**src/rtl/serpentine_pair_packer_if.sv**
```systemverilog
// Stream bundle between the DRAM pixel reader, the pair packer and the FSRAM port-A writer.
// The packer takes the slave view; the pixel source / FSRAM sink side takes the master view.
interface serpentine_pair_packer_if #(
    parameter int DATA_W = 8,
    parameter int CH     = 4,
    parameter int ADDR_W = 12
);
    logic                   in_valid;
    logic                   in_ready;
    logic [CH*DATA_W-1:0]   in_data;
    logic                   out_valid;
    logic                   out_ready;
    logic [ADDR_W-1:0]      out_addr;
    logic [CH*2*DATA_W-1:0] out_data;

    modport master (
        output in_valid, in_data, out_ready,
        input  in_ready, out_valid, out_addr, out_data
    );
    modport slave (
        input  in_valid, in_data, out_ready,
        output in_ready, out_valid, out_addr, out_data
    );
endinterface

```
**src/rtl/serpentine_pair_packer.sv**
```systemverilog
// Packs a serpentine-ordered pixel stream into {first, second} pair words (horizontal or
// vertical pairing) and generates the matching FSRAM word addresses.
//
//   state  | meaning
//   IDLE   | waiting for start; mode is latched when start is accepted
//   RUN    | taking beats, producing pair words into the 1-deep output register
//   DONE   | one-cycle done pulse after the last word handshake
module serpentine_pair_packer #(
    parameter int DATA_W = 8,
    parameter int CH     = 4,
    parameter int ROW    = 16,
    parameter int COL    = 16,
    parameter int ADDR_W = 12
) (
    input  logic                    clk,
    input  logic                    rst_n,
    input  logic                    start,
    input  logic                    mode,
    serpentine_pair_packer_if.slave bus,
    output logic                    busy,
    output logic                    done
);
    localparam int PW = CH * DATA_W;
    localparam int OW = CH * 2 * DATA_W;
    localparam int CW = (COL > 2) ? $clog2(COL) : 1;
    localparam int RW = (ROW > 2) ? $clog2(ROW) : 1;
    localparam logic [CW-1:0] COL_LAST = CW'(COL - 1);
    localparam logic [RW-1:0] ROW_LAST = RW'(ROW - 1);

    typedef enum logic [1:0] {S_IDLE, S_RUN, S_DONE} state_t;

    state_t            state_q, state_d;
    logic              mode_q, mode_d;
    logic [RW-1:0]     row_q, row_d;
    logic [CW-1:0]     col_q, col_d;
    logic              dir_q, dir_d;
    logic              in_done_q, in_done_d;
    logic              lb_vld_q, lb_vld_d;
    logic [PW-1:0]     pend_q, pend_d;
    logic [PW-1:0]     lb_q [COL];
    logic [PW-1:0]     lb_d [COL];
    logic              out_valid_q, out_valid_d;
    logic [ADDR_W-1:0] out_addr_q, out_addr_d;
    logic [OW-1:0]     out_data_q, out_data_d;
    logic              out_last_q, out_last_d;
    logic              busy_q, busy_d;
    logic              done_q, done_d;

    logic              in_ready_w;
    logic              beat;
    logic              hs_out;
    logic              first;
    logic              row_end;
    logic              emit;
    logic [PW-1:0]     first_pix;
    logic [ADDR_W-1:0] new_addr;

    assign in_ready_w = (state_q == S_RUN) && !in_done_q && (!out_valid_q || bus.out_ready);

    always_comb begin
        state_d     = state_q;
        mode_d      = mode_q;
        row_d       = row_q;
        col_d       = col_q;
        dir_d       = dir_q;
        in_done_d   = in_done_q;
        lb_vld_d    = lb_vld_q;
        pend_d      = pend_q;
        lb_d        = lb_q;
        out_valid_d = out_valid_q;
        out_addr_d  = out_addr_q;
        out_data_d  = out_data_q;
        out_last_d  = out_last_q;
        emit        = 1'b0;
        first_pix   = '0;
        new_addr    = '0;

        beat    = bus.in_valid && in_ready_w;
        hs_out  = out_valid_q && bus.out_ready;
        // dir_q tracks row parity, so the first pixel of a pair sits where col[0] equals it
        first   = (col_q[0] == dir_q);
        row_end = dir_q ? (col_q == '0) : (col_q == COL_LAST);

        if (hs_out) out_valid_d = 1'b0;

        case (state_q)
            S_IDLE: begin
                if (start) begin
                    state_d    = S_RUN;
                    mode_d     = mode;
                    row_d      = '0;
                    col_d      = '0;
                    dir_d      = 1'b0;
                    in_done_d  = 1'b0;
                    lb_vld_d   = 1'b0;
                    out_last_d = 1'b0;
                end
            end
            S_RUN: begin
                if (hs_out && out_last_q) state_d = S_DONE;
                if (beat) begin
                    if (row_end) begin
                        row_d = row_q + RW'(1);
                        dir_d = !dir_q;
                        if (row_q == ROW_LAST) in_done_d = 1'b1;
                    end else if (dir_q) begin
                        col_d = col_q - CW'(1);
                    end else begin
                        col_d = col_q + CW'(1);
                    end

                    if (!mode_q) begin
                        if (first) begin
                            pend_d = bus.in_data;
                        end else begin
                            emit      = 1'b1;
                            first_pix = pend_q;
                            new_addr  = ADDR_W'(row_q) * ADDR_W'(COL / 2) + ADDR_W'(col_q >> 1);
                        end
                    end else if (!dir_q) begin
                        lb_d[col_q] = bus.in_data;
                        if (row_end) lb_vld_d = 1'b1;
                    end else if (lb_vld_q) begin
                        emit      = 1'b1;
                        first_pix = lb_q[col_q];
                        new_addr  = ADDR_W'(row_q >> 1) * ADDR_W'(COL) + ADDR_W'(col_q);
                        if (row_end) lb_vld_d = 1'b0;
                    end

                    if (emit) begin
                        out_valid_d = 1'b1;
                        out_addr_d  = new_addr;
                        out_last_d  = row_end && (row_q == ROW_LAST);
                        for (int i = 0; i < CH; i++) begin
                            out_data_d[i*2*DATA_W +: 2*DATA_W] =
                                {first_pix[i*DATA_W +: DATA_W], bus.in_data[i*DATA_W +: DATA_W]};
                        end
                    end
                end
            end
            S_DONE:  state_d = S_IDLE;
            default: state_d = S_IDLE;
        endcase

        busy_d = (state_d == S_RUN);
        done_d = (state_d == S_DONE);
    end

    always_ff @(posedge clk) begin
        if (!rst_n) begin
            state_q     <= S_IDLE;
            mode_q      <= 1'b0;
            row_q       <= '0;
            col_q       <= '0;
            dir_q       <= 1'b0;
            in_done_q   <= 1'b0;
            lb_vld_q    <= 1'b0;
            pend_q      <= '0;
            out_valid_q <= 1'b0;
            out_addr_q  <= '0;
            out_data_q  <= '0;
            out_last_q  <= 1'b0;
            busy_q      <= 1'b0;
            done_q      <= 1'b0;
        end else begin
            state_q     <= state_d;
            mode_q      <= mode_d;
            row_q       <= row_d;
            col_q       <= col_d;
            dir_q       <= dir_d;
            in_done_q   <= in_done_d;
            lb_vld_q    <= lb_vld_d;
            pend_q      <= pend_d;
            lb_q        <= lb_d;
            out_valid_q <= out_valid_d;
            out_addr_q  <= out_addr_d;
            out_data_q  <= out_data_d;
            out_last_q  <= out_last_d;
            busy_q      <= busy_d;
            done_q      <= done_d;
        end
    end

    assign bus.in_ready  = in_ready_w;
    assign bus.out_valid = out_valid_q;
    assign bus.out_addr  = out_addr_q;
    assign bus.out_data  = out_data_q;
    assign busy          = busy_q;
    assign done          = done_q;
endmodule

```
**src/flat_wrapper.sv**
```systemverilog
// flat-port wrapper written by rule: the top's interface ports become plain ports
module serpentine_pair_packer_flat 
#(
    parameter int DATA_W = 8,
    parameter int CH     = 4,
    parameter int ROW    = 16,
    parameter int COL    = 16,
    parameter int ADDR_W = 12
)
  (clk, rst_n, start, mode, busy, done, bus_in_valid, bus_in_data, bus_out_ready, bus_in_ready, bus_out_valid, bus_out_addr, bus_out_data);
  serpentine_pair_packer_if #(.DATA_W(DATA_W), .CH(CH), .ADDR_W(ADDR_W)) bus_i ();
  input  logic clk;
  input  logic rst_n;
  input  logic start;
  input  logic mode;
  output logic busy;
  output logic done;
  input wire logic [$bits(bus_i.in_valid)-1:0] bus_in_valid;
  input wire logic [$bits(bus_i.in_data)-1:0] bus_in_data;
  input wire logic [$bits(bus_i.out_ready)-1:0] bus_out_ready;
  output wire logic [$bits(bus_i.in_ready)-1:0] bus_in_ready;
  output wire logic [$bits(bus_i.out_valid)-1:0] bus_out_valid;
  output wire logic [$bits(bus_i.out_addr)-1:0] bus_out_addr;
  output wire logic [$bits(bus_i.out_data)-1:0] bus_out_data;
  assign bus_i.in_valid = bus_in_valid;
  assign bus_i.in_data = bus_in_data;
  assign bus_i.out_ready = bus_out_ready;
  assign bus_in_ready = bus_i.in_ready;
  assign bus_out_valid = bus_i.out_valid;
  assign bus_out_addr = bus_i.out_addr;
  assign bus_out_data = bus_i.out_data;
  serpentine_pair_packer #(.DATA_W(DATA_W), .CH(CH), .ROW(ROW), .COL(COL), .ADDR_W(ADDR_W)) u_core (.clk(clk), .rst_n(rst_n), .start(start), .mode(mode), .bus(bus_i), .busy(busy), .done(done));
endmodule
```
**config.mk**
```make
export PLATFORM = sky130hd
export DESIGN_NAME = serpentine_pair_packer_flat
export DESIGN_NICKNAME = d
export VERILOG_FILES = /design/src/rtl/serpentine_pair_packer_if.sv /design/src/rtl/serpentine_pair_packer.sv /design/src/flat_wrapper.sv
export SDC_FILE = /design/constraint.sdc
export NUM_CORES = 1
export LEC_CHECK = 0
export CELL_PAD_IN_SITES_DETAIL_PLACEMENT = 1
export CELL_PAD_IN_SITES_GLOBAL_PLACEMENT = 2
export CORE_MARGIN = 2
export CORE_UTILIZATION = 45
export DETAILED_ROUTE_END_ITERATION = 7
export PLACE_DENSITY_LB_ADDON = 0.1
export SLEW_MARGIN = 20
export SYNTH_ARGS = -nofsm -noshare
export SYNTH_HDL_FRONTEND = slang
export SYNTH_SLANG_ARGS = --single-unit
export TNS_END_PERCENT = 100
```
**constraint.sdc**
```tcl
create_clock -name clk -period 4.81 [get_ports clk]
set_input_delay 0.962 -clock clk [delete_from_list [all_inputs] [get_ports clk]]
set_output_delay 0.962 -clock clk [all_outputs]
set_load 0.05 [all_outputs]
```
=== Word level (Yosys, flattened, before mapping) ===
Index checks and enable logic that the tools add are counted.

* Bitwise logic cells: 3
* Magnitude comparators: 2
* Reduce and logical (&&, ||, !) cells: 23
* $add $sub $neg: 5
* Muxes and demuxes: 54
* Eq/ne operators: 14

{| class="wikitable"
|+ Operator list
! kind !! count
|-
| $bwmux 512 || 1
|-
| $mux 32 || 7
|-
| $bmux 32 s4 || 1
|-
| $demux 32 s4 || 1
|-
| $mux 12 || 4
|-
| $mux 1 || 25
|-
| $mux 4 || 6
|-
| $pmux 4 s2 || 2
|-
| $reduce_and 4->1 || 4
|-
| $reduce_and 5->1 || 3
|-
| $add 4x1->4 const B || 2
|-
| $add 7x3->8 || 1
|-
| $add 7x4->8 || 1
|-
| $eq 4x4->1 const B || 2
|-
| $ne 2x2->1 const B || 4
|-
| $pmux 1 s2 || 4
|-
| $logic_and 1x1->1 || 7
|-
| $ne 2x1->1 const B || 3
|-
| $ge 5x5->1 const B || 1
|-
| $lt 5x1->1 const B || 1
|-
| $not 4->5 || 1
|-
| $eq 2x1->1 const B || 2
|-
| $logic_not 4->1 || 1
|-
| $mux 2 || 2
|-
| other kinds (12) || 15
|}

* Logic and storage cells: 131
* Bits of input ports: 38
* Output and inout port bits: 80
* Register bits: 638

=== Depth between registers and ports, before layout ===
Gate-level depths: netlist (run 1).

* Word-level depth: 9
* Mapped depth: 9
* Mapped depth without buffers: 6

=== Worst setup path before layout (run 1) ===
OpenSTA, ideal clock, no wires.

* Path kind: input -> register
* Start point: input port bus_in_valid
* End point: register u_core.lb_q[448] in the netlist's numbering (enable)
* Slack: 370 ps
* Library setup time: 461 ps
* Arrival time: 3,979 ps
* Buffers on the path: 1
* Stages on the path: 6
* Required time: 4,349 ps
* Cells stage by stage: and4bb_2 -> and2_1 -> buf_2 -> and3_1 -> nand3b_1 -> nor3_1

* Longest elaborated chain between the ends: 2

{| class="wikitable"
|+ RTL lines
! element !! RTL line !! source
|-
| start, declared || flat_wrapper.sv:18 || <nowiki>input wire logic [$bits(bus_i.in_valid)-1:0] bus_in_valid;</nowiki>
|-
| $logic_and 1x1->1 || serpentine_pair_packer.sv:78 || <nowiki>beat = bus.in_valid && in_ready_w;</nowiki>
|-
| $reduce_and 5->1 (no source line) || -- ||
|-
| end signal, assigned || serpentine_pair_packer.sv:174 || <nowiki>lb_q <= lb_d;</nowiki>
|-
| end, declared || serpentine_pair_packer.sv:40 || <nowiki>logic [PW-1:0] lb_q [COL];</nowiki>
|}

Every way passes these cells.
A chain may end at the register's enable or synchronous reset.

=== Final worst setup path (run 1) ===
* Start point: input port bus_out_ready
* End point: output port bus_in_ready

* Longest elaborated chain between the ends: 2

{| class="wikitable"
|+ RTL lines
! element !! RTL line !! source
|-
| start, declared || flat_wrapper.sv:20 || <nowiki>input wire logic [$bits(bus_i.out_ready)-1:0] bus_out_ready;</nowiki>
|-
| $logic_or 1x1->1 || serpentine_pair_packer.sv:58 || <nowiki>assign in_ready_w = (state_q == S_RUN) && !in_done_q && (!out_valid_q || bus.out_ready);</nowiki>
|-
| $logic_and 1x1->1 || serpentine_pair_packer.sv:58 ||
|-
| end, declared || flat_wrapper.sv:21 || <nowiki>output wire logic [$bits(bus_i.in_ready)-1:0] bus_in_ready;</nowiki>
|}

Every way passes these cells.

==> results by group, run 1 <==
Outcome
  – Status: finished clean

Clock tree
  – Post-CTS Setup Bufs: 0
  – Clock Latency Late Sink: 600 ps
  – CTS root buf: clkbuf_16
  – Post-cts sizing count: 0
  – CTS tree: done
  – TritonCTS buffer count: 69
  – H-tree depth: 3
  – Post-CTS Hold Buffers: 0
  – Clk sinks: 633
  – CTS Buffer Depth: 3
  – CTS clock-pin slew for the worst setup and hold paths: 60 ps

Yosys
  – Number of synthesized flops with an enable pin: 512
  – Post-synthesis sequential area ratio: 73.0%
  – Synthesis Warnings: 0
  – Unique masters post-synth: 50
  – Synth Instances: 1,498
  – Dominant cell type by area after synthesis: edfxtp_1
  – Mapped Avg Cell Area: 16.3 um2
  – Share of the synthesized area in the top cell type: 63.0%
  – Fraction of registers with async set/reset: 0%
  – Seq cells post-synth: 633
  – Post-synth top flop: edfxtp_1
  – Post-Syn Area: 0.0244 mm2
  – Leading post-synthesis cells by cell area: edfxtp_1 (63%), dfxtp_1 (9.9%), mux4_2 (5.9%), mux2i_1 (5.4%), nand2_1 (2.3%)

Worst setup path
  – WP data arrival: 2600 ps
  – R2R setup slack: 1560 ps
  – CP Class: input port to output pin
  – Worst r2r path cells: 7
  – Worst-path fanout max: 5
  – Reg-to-Reg Start: u_core.dir_q
  – R2R Path End: u_core.bus.out_data[12]
  – Critical path capture point type: output pin
  – Type of origin of the critical path: input port
  – Worst path required time: 3850 ps

Timing
  – Max Fclk: 281 MHz
  – Fin. Hold Viols: 0
  – Setup total negative slack: 0 ps
  – Final setup fails: 0
  – Slew Limit Fails: 0
  – Slew HR: 23.2%
  – Tmin final: 3560 ps
  – RSZ-0062 raised after global routing: false
  – Least-Margin Pin Slew: 1150 ps
  – Layout Skew: 11.9 ps
  – Fraction of the cycle the final worst path needs: 74.0%

Final layout
  – Layout area overhead: 17.2%
  – Most common cell after layout, fill and taps aside: edfxtp_1
  – Area of the multi-input gates: 0.00627 mm2
  – Ant. Diodes: 0
  – Register area: 0.0178 mm2
  – Share of cells above drive strength 1: 14.3%
  – Most frequent cells in the layout: edfxtp_1 (512), nand2_1 (148), mux2i_1 (131)
  – Final #Nets: 1,659
  – Fillers: 4,994

Floorplan
  – Die Span Y: 237 um
  – Die W: 237 um
  – Starting Density: 45.4%
  – Number of placed I/O pins: 118
  – Core area: 0.0537 mm2
  – Num rows: 85
  – Die ar.: 0.0561 mm2

Route
  – Vias per cell: 5.80
  – Detailed Routing Iterations Pass 1: 7
  – DRC: 0
  – Final Routed Wirelength: 61,900 um
  – Iter 0 DRT Violations: 1,125
  – DR vias: 13,700
  – Routed len/inst: 26.1 um
  – Detail Route Antenna Nets: 0

Power
  – Worst ir drop on vdd: 0.298 mV
  – Overall power: 11,400 uW
  – Leak pwr: 0.00884 uW
  – Pwr Density: 398 mW/mm2

Hold path
  – Min-Delay Path Class: flop to flop
  – Min-Delay Endpoint: u_core.bus.out_data[39]
  – Worst Hold Launch: u_core.bus.out_data[39]
  – WHS Path Cells: 2

Global route
  – Initial antenna violation count: 1
  – Pin count of the biggest net entering global routing: 91
  – Total track usage: 22.5%
  – Vias in the first global route: 14,400
  – Congestion Overflow GR: 0
  – Global-route wire length before repair: 93,800 um

Job
  – MaxCap Viol Count: 0

Placed design
  – GPL Wtd Cong: 0.717
  – Detail Placement HPWL: 35,200 um
  – PortBufs: 112
[worst max-delay path, stage by stage]
cell	delay (ps)
clkdlybuf4s50_1	470
nand2b_1	190
nand2_1	70
nor2_1	90
clkdlybuf4s50_1	810
[per-stage QoR]
step / setup slack [ps] / util (%) / cells / hold WS, ps / cell area, um2
final: 1250 / 53.2 / 2370 / 450 / 28600
after global routing: 1150 / 53.2 / 2370 / 473 / 28600
after CTS: 1240 / 53.2 / 2369 / 455 / 28500
after detailed placement: 797 / 49.1 / 2241 / 447 / 26400
after global placement: 890 / 49.1 / 2241 / 439 / 26400
after floorplan: 370 / - / 1502 / 434 / 24400
[worst max-delay path by stage]
stage	from	endpoint	slack, ps	depth (start not counted)
6_report	bus_out_ready	bus_in_ready	1250	5
5_1_grt	bus_out_ready	bus_in_ready	1150	5
4_1_cts	bus_out_ready	bus_in_ready	1240	5
3_5_place_dp	bus_in_valid	u_core.lb_q[207]	800	7
3_3_place_gp	bus_in_valid	u_core.lb_q[206]	890	7
2_1_floorplan	bus_in_valid	u_core.lb_q[448]	370	6
[logic make-up after synthesis]
kind of cell / share of synthesized area [%]
AOI/OAI and AO/OA: 8.24
xor gates and xnor gates: 0.139
adders and majority gates: 0.236
buffers and inverters: 2.12
DFF: 73.0
muxes: 11.3
other: 0.0154
and+or+nand+nor: 4.98
[per-layer routing]
metal  vias to the layer above  wire length, um  GRT usage (%)
li1                       6111                -              -
met1                      7239            27800           31.7
met2                       333            30300           37.2
met3                        66             2960           3.08
met4                         0              906           5.56
met5                         -                0              0
[cells in the mapped netlist (14+ instances only)]
library cell and count:
edfxtp_1 512, nand2_1 148, mux2i_1 131, dfxtp_1 121, a22oi_1 65, mux4_2 64, clkbuf_1 51, a21boi_1 49
buf_2 42, a21oi_1 38, a31oi_1 33, nor2_1 26, o21ai_0 25, a21boi_0 24, and3_1 24, a221oi_1 22
nand3_1 18, buf_4 14
[area by class of cell]
class / count / area share [%]
Clock inverter: 27 / 0.683
Multi-Input combinational cell: 759 / 21.9
Timing Repair Buffer: 153 / 5.15
Clock buffer: 101 / 6.86
Sequential cell: 633 / 62.3
Tap cell: 696 / 3.05
Inverter: 1 / 0.0131
[power by group]
| group | switching, uW | leakage (uW) | internal, uW |
|---|---|---|---|
| sequential | 15.4 | 0.00558 | 5930 |
| clock | 2090 | 0.00106 | 2940 |
| combinational | 263 | 0.00220 | 132 |
| total | 2360 | 0.00884 | 9010 |
[flip-flops by register name, indices dropped and copies added, names as in the netlist]
name / count
u_core.col_q: 4
u_core.lb_q: 512
u_core.busy: 1
u_core.pend_q: 32
u_core.in_done_q: 1
u_core.bus.out_data: 64
u_core.done: 1
u_core.state_q: 2
u_core.bus.out_valid: 1
u_core.bus.out_addr: 7
u_core.row_q: 4
u_core.out_last_q: 1
u_core.lb_vld_q: 1
u_core.dir_q: 1
u_core.mode_q: 1
Note: power is estimated with default switching activity, not from simulation.
==> run 2: changes to the inputs <==
==> constraint.sdc (replaced) <==
create_clock -name clk -period 3.7 [get_ports clk]
set_input_delay 0.74 -clock clk [delete_from_list [all_inputs] [get_ports clk]]
set_output_delay 0.74 -clock clk [all_outputs]
set_load 0.05 [all_outputs]
==> results by group, run 2 (synthesized netlist as in run 1, its figures left out) <==
Worst setup path
  – Top Family by Delay on Critical Path: buffers and inverters
  – Reg-to-Reg Start: u_core.col_q[1]
  – R2R Path End: u_core.bus.out_data[11]
  – CP cell instances: clkdlybuf4s50_1 -> nand2b_1 -> nand2_1 -> nor2_1 -> clkdlybuf4s50_1
  – Critical path capture point type: output pin
  – CP Class: input port to output pin
  – Type of origin of the critical path: input port
  – CP most frequent cell: clkdlybuf4s50_1
  – CP bufs+invs: 2 (unchanged)
  – Worst path required time: 2960 ps (-890 ps)
  – WP data arrival: 2420 ps (-180 ps)
  – Worst-path fanout max: 5 (unchanged)
  – Worst r2r path cells: 6 (-1)
  – Crit path largest cell delay: 810 ps (about the same)
  – Cell at the slowest stage of the critical path: clkdlybuf4s50_1
  – R2R setup slack: 890 ps (-670 ps)

Placed design
  – PortBufs: 112 (unchanged)
  – Placed instance area: 0.0267 mm2 (+1.2%)
  – GPL Wtd Cong: 0.729 (+1.6%)
  – Detail Placement HPWL: 36,800 um (+4.6%)
  – Pre-CTS setup slack: 459 ps (-338 ps)

Timing
  – Setup total negative slack: 0 ps (unchanged)
  – Layout Skew: 20.7 ps (+8.78 ps)
  – Hold slack: 452 ps (+1.78 ps)
  – Fraction of the cycle the final worst path needs: 85.3%
  – Final setup fails: 0 (unchanged)
  – RSZ-0062 raised after global routing: false
  – Slew Limit Fails: 0 (unchanged)
  – Least-Margin Pin Slew: 903 ps (-246 ps)
  – Max Fclk: 317 MHz
  – Fin. Hold Viols: 0 (unchanged)
  – Final WS setup: 543 ps (-707 ps)
  – Slew HR: 39.8% (+17 points)
  – Tmin final: 3160 ps

Final layout
  – Most common cell after layout, fill and taps aside: edfxtp_1
  – Core Util, Final: 53.8% (+0.56 points)
  – Share of cells above drive strength 1: 15.5% (+1.2 points)
  – Max FFs per register: 512 (unchanged)
  – Biggest register: u_core.lb_q
  – Most frequent cells in the layout: edfxtp_1 (512), nand2_1 (148), mux2i_1 (131)
  – Layout area overhead: 18.4%
  – Fin area: 0.0289 mm2 (+1.0%)
  – Final #Nets: 1,680 (+1.3%)
  – Ant. Diodes: 0 (unchanged)

Outcome
  – Status: finished clean

Clock tree
  – CTS root buf: clkbuf_16
  – Clock Latency Late Sink: 590 ps (about the same)
  – CTS clock-pin slew for the worst setup and hold paths: 60 ps (about the same)
  – Post-CTS Hold Buffers: 0 (unchanged)
  – TritonCTS buffer count: 68 (-1.4%)
  – Post-cts sizing count: 0 (unchanged)
  – CTS tree: done
  – H-tree depth: 3 (unchanged)
  – Clk sinks: 633 (unchanged)
  – Post-CTS Setup Bufs: 0 (unchanged)
  – CTS Buffer Depth: 3 (unchanged)

Route
  – Detailed Routing Iterations Pass 1: 5 (-2)
  – DR vias: 13,900 (+1.0%)
  – Detail Route Antenna Nets: 0 (unchanged)
  – Routed len/inst: 26.3 um (+0.55%)
  – DR WL met2: 30,800 um (+1.8%)
  – Iter 0 DRT Violations: 1,123 (-0.18%)
  – DRC: 0 (unchanged)
  – Met3 WL: 2570 um (-13%)
  – M1 wire length: 28,100 um (+1.0%)
  – Top layer in use: met4
  – Final Routed Wirelength: 62,700 um (+1.2%)
  – Vias per cell: 5.82 (+0.32%)

Global route
  – Global-route wire length before repair: 94,600 um (+0.92%)
  – Pin count of the biggest net entering global routing: 63 (-31%)
  – Total track usage: 22.7% (+0.25 points)
  – Congestion Overflow GR: 0 (unchanged)
  – Vias in the first global route: 14,900 (+3.5%)
  – Initial antenna violation count: 0 (-1)

Job
  – MaxCap Viol Count: 0 (unchanged)

Floorplan
  – Num rows: 85 (unchanged)
  – Number of placed I/O pins: 118 (unchanged)
  – Starting Density: 45.4% (unchanged)
  – Die ar.: 0.0561 mm2 (unchanged)
  – Die Span Y: 237 um (unchanged)
  – Core area: 0.0537 mm2 (unchanged)
  – Die W: 237 um (unchanged)

Hold path
  – Worst Hold Launch: u_core.bus.out_data[21]
  – WHS Path Cells: 2 (unchanged)
  – Min-Delay Endpoint: u_core.bus.out_data[21]
  – Min-Delay Path Class: flop to flop

Power
  – Pwr Density: 516 mW/mm2 (+30%)
  – Leak pwr: 0.00895 uW (+1.3%)
  – Worst ir drop on vdd: 0.373 mV (+25%)
==> run 2: changes by cell type in the layout (fill, tap and decap cells not counted), moves of 3 or more <==
cell and delta:
buf_12 +8, nor3_4 +4, clkbuf_16 -3, bufinv_16 +3, buf_4 +14, nor3_2 -4, clkbuf_8 +3, clkinv_1 -5
==> run 2: worst max-delay path by stage <==
stage	start	endpoint	depth (start not counted)
after floorplan	bus_in_valid	u_core.lb_q[320]	6
after global placement	bus_in_valid	u_core.lb_q[97]	6
after detailed placement	bus_in_valid	u_core.lb_q[97]	6
after CTS	bus_out_ready	bus_in_ready	5
after global routing	bus_out_ready	bus_in_ready	5
final	bus_out_ready	bus_in_ready	5
==> run 2: stage by stage <==
step	power, uW	std cells
detailed placement	8410	2264
global route	15400	2386
finish	14900	2386
floorplan	8150	1502
CTS	15100	2386
global placement	8400	2263
==> run 2: worst register-to-register path: stages (launching register included) <==
cell and delay [ps]:
dfxtp_4 880, buf_12 520, buf_4 470, mux2i_1 270, a22oi_1 110, a31oi_1 340
a21oi_1 110
==> run 2: metal layers <==
layer	GRT usage, %	vias to the layer above
met5	0	-
met4	6.29	0
met3	3.15	83
met2	38.1	335
met1	31.4	7332
li1	-	6136
==> run 2: report_power, final <==
group / leakage [uW] / switching (uW) / internal [uW] / total, uW
Sequential: 0.00558 / 23.7 / 7710 / 7740
Combinational: 0.00232 / 337 / 176 / 514
Clock: 0.00106 / 2700 / 3950 / 6650
Total: 0.00895 / 3060 / 11800 / 14900
==> run 2: area by class of cell <==
type	instances	area, um2
Tap cell	696	871
Clock buffer	99	1920
Sequential cell	633	17800
Inverter	1	3.75
Multi-Input combinational cell	759	6290
Fill cell	4925	24800
Clock inverter	23	246
Timing Repair Buffer	175	1740
==> run 3: changes to the inputs <==
--- a/config.mk
+++ b/config.mk
@@ -8,7 +8,7 @@
 export CELL_PAD_IN_SITES_DETAIL_PLACEMENT = 1
 export CELL_PAD_IN_SITES_GLOBAL_PLACEMENT = 2
 export CORE_MARGIN = 2
-export CORE_UTILIZATION = 45
+export CORE_UTILIZATION = 48
 export DETAILED_ROUTE_END_ITERATION = 7
 export PLACE_DENSITY_LB_ADDON = 0.1
 export SLEW_MARGIN = 20
==> constraint.sdc (replaced) <==
create_clock -name clk -period 3.75 [get_ports clk]
set_input_delay 0.75 -clock clk [delete_from_list [all_inputs] [get_ports clk]]
set_output_delay 0.75 -clock clk [all_outputs]
set_load 0.05 [all_outputs]
==> results by group, run 3 (synthesized netlist as in run 1, its figures left out) <==
Job
  – MaxCap Viol Count: 0 (unchanged)

Worst setup path
  – Crit path largest cell delay: 810 ps (about the same)
  – CP most frequent cell: clkdlybuf4s50_1
  – R2R Path End: u_core.bus.out_data[11]
  – Type of origin of the critical path: input port
  – Worst-path fanout max: 5 (unchanged)
  – Worst r2r path cells: 5 (-1)
  – CP Class: input port to output pin
  – Reg-to-Reg Start: u_core.col_q[3]
  – Cell at the slowest stage of the critical path: clkdlybuf4s50_1
  – WP data arrival: 2410 ps (about the same)
  – CP cell instances: clkdlybuf4s50_1 -> nand2b_1 -> nand2_1 -> nor2_1 -> clkdlybuf4s50_1
  – Worst path required time: 3000 ps (+40 ps)
  – Critical path capture point type: output pin
  – R2R setup slack: 970 ps (+80 ps)

Placed design
  – GPL Wtd Cong: 0.735 (+0.85%)
  – PortBufs: 112 (unchanged)
  – Detail Placement HPWL: 36,100 um (-2.1%)

Clock tree
  – Post-CTS Setup Bufs: 0 (unchanged)
  – CTS clock-pin slew for the worst setup and hold paths: 60 ps (about the same)
  – TritonCTS buffer count: 68 (unchanged)
  – Clock Latency Late Sink: 590 ps (about the same)
  – CTS Buffer Depth: 3 (unchanged)
  – CTS tree: done
  – Post-CTS Hold Buffers: 0 (unchanged)
  – CTS root buf: clkbuf_16
  – Clk sinks: 633 (unchanged)
  – Post-cts sizing count: 0 (unchanged)
  – H-tree depth: 3 (unchanged)

Timing
  – Fraction of the cycle the final worst path needs: 84.4%
  – Final setup fails: 0 (unchanged)
  – RSZ-0062 raised after global routing: false
  – Setup total negative slack: 0 ps (unchanged)
  – Fin. Hold Viols: 0 (unchanged)
  – Slew HR: 29.4% (-10 points)
  – Max Fclk: 316 MHz
  – Tmin final: 3160 ps
  – Layout Skew: 15.0 ps (-5.73 ps)
  – Least-Margin Pin Slew: 1060 ps (+154 ps)
  – Slew Limit Fails: 0 (unchanged)

Hold path
  – WHS Path Cells: 2 (unchanged)
  – Min-Delay Endpoint: u_core.bus.out_data[38]
  – Worst Hold Launch: u_core.bus.out_data[38]
  – Min-Delay Path Class: flop to flop

Global route
  – Global-route wire length before repair: 94,800 um (+0.15%)
  – Congestion Overflow GR: 0 (unchanged)
  – Pin count of the biggest net entering global routing: 64 (+1.6%)
  – Initial antenna violation count: 1 (+1)
  – Total track usage: 24.2% (+1.5 points)
  – Vias in the first global route: 14,900 (+0.18%)

Floorplan
  – Core area: 0.0502 mm2 (-6.6%)
  – Die ar.: 0.0526 mm2 (-6.1%)
  – Die W: 229 um (-3.1%)
  – Number of placed I/O pins: 118 (unchanged)
  – Die Span Y: 229 um (-3.1%)
  – Starting Density: 48.6% (+3.2 points)
  – Num rows: 82 (-3.5%)

Final layout
  – Layout area overhead: 17.8%
  – Core Util, Final: 57.3% (+3.5 points)
  – Share of cells above drive strength 1: 15.1% (-0.38 points)
  – Biggest register: u_core.lb_q
  – Final #Nets: 1,672 (-0.48%)
  – Most common cell after layout, fill and taps aside: edfxtp_1
  – Most frequent cells in the layout: edfxtp_1 (512), nand2_1 (148), mux2i_1 (131)
  – Max FFs per register: 512 (unchanged)

Route
  – DRC: 0 (unchanged)
  – DR WL met2: 31,800 um (+3.2%)
  – Detailed Routing Iterations Pass 1: 5 (unchanged)
  – Iter 0 DRT Violations: 1,069 (-4.8%)
  – M1 wire length: 26,400 um (-5.9%)
  – Met3 WL: 2830 um (+10%)
  – Detail Route Antenna Nets: 0 (unchanged)
  – Top layer in use: met4
  – Routed len/inst: 26.5 um (+0.80%)
  – DR vias: 13,800 (-0.73%)
  – Final Routed Wirelength: 62,300 um (-0.59%)
  – Vias per cell: 5.86 (+0.66%)

Power
  – Sequential share of power: 53.0% (+1.1 points)
  – Clock Power Share: 43.6% (-1.0 points)
  – Net Switching: 2980 uW (-2.5%)
  – Internal: 11,500 uW (-3.3%)
  – Pwr Density: 502 mW/mm2 (-2.6%)
  – Logic pwr share: 3.4% (about the same)
  – Worst ir drop on vdd: 0.344 mV (-7.8%)
  – Sw Share: 20.7% (+0.13 points)
  – Leak pwr: 0.00887 uW (-0.90%)

Outcome
  – Status: finished clean
-- run 3: cell types whose count changed in the layout (fill, tap and decap cells not counted), moves of 2 or more --
cell and delta:
clkbuf_1 -2, bufinv_16 -3, buf_12 +4, clkinvlp_4 +2
buf_4 -11
-- run 3: power by group through the flow --
stage	Clock, uW	Sequential, uW	Combinational, uW
after floorplan	0	7800	245
after global placement	0	7790	487
after detailed placement	0	7790	499
after CTS	6420	7640	500
after global routing	6690	7650	532
final	6300	7640	493
-- run 3: worst max-delay path by stage --
stage	from	endpoint	slack [ps]	depth (start not counted)
floorplan	bus_in_valid	u_core.lb_q[320]	370	6
global placement	bus_in_valid	u_core.lb_q[226]	440	6
detailed placement	bus_in_valid	u_core.lb_q[100]	410	6
CTS	bus_out_ready	bus_in_ready	580	5
global route	bus_out_ready	bus_in_ready	510	5
finish	bus_out_ready	bus_in_ready	590	5
-- run 3: cell type report --
class	count	area, um2
well taps	672	841
flip-flops and latches	633	17800
inverters	1	3.75
diodes	1	2.50
repair buffers	167	1710
multi-input cells	759	6290
clock inverters	24	185
fillers	4562	21400
clock buffers	96	1900
-- run 3: through the flow --
stage / instances / hold slack, ps / setup slack (ps) / area, um2 / power [uW]
3_5_place_dp: 2232 / 447 / 408 / 26600 / 8290
2_1_floorplan: 1502 / 434 / 373 / 24400 / 8040
4_1_cts: 2352 / 458 / 582 / 28700 / 14600
5_1_grt: 2353 / 477 / 512 / 28700 / 14900
6_report: 2353 / 452 / 586 / 28700 / 14400
3_3_place_gp: 2232 / 440 / 438 / 26600 / 8280
-- run 3: layer usage --
| layer | track usage (%) | up-vias |
|---|---|---|
| li1 | - | 6116 |
| met5 | 0 | - |
| met1 | 31.8 | 7242 |
| met4 | 6.98 | 0 |
| met3 | 3.78 | 76 |
| met2 | 41.8 | 351 |
-- run 3: worst max-delay path, delay by kind of cell --
kind | cells | cell delay [ps]
and+or+nand+nor | 3 | 380
buffers and inverters | 2 | 1280
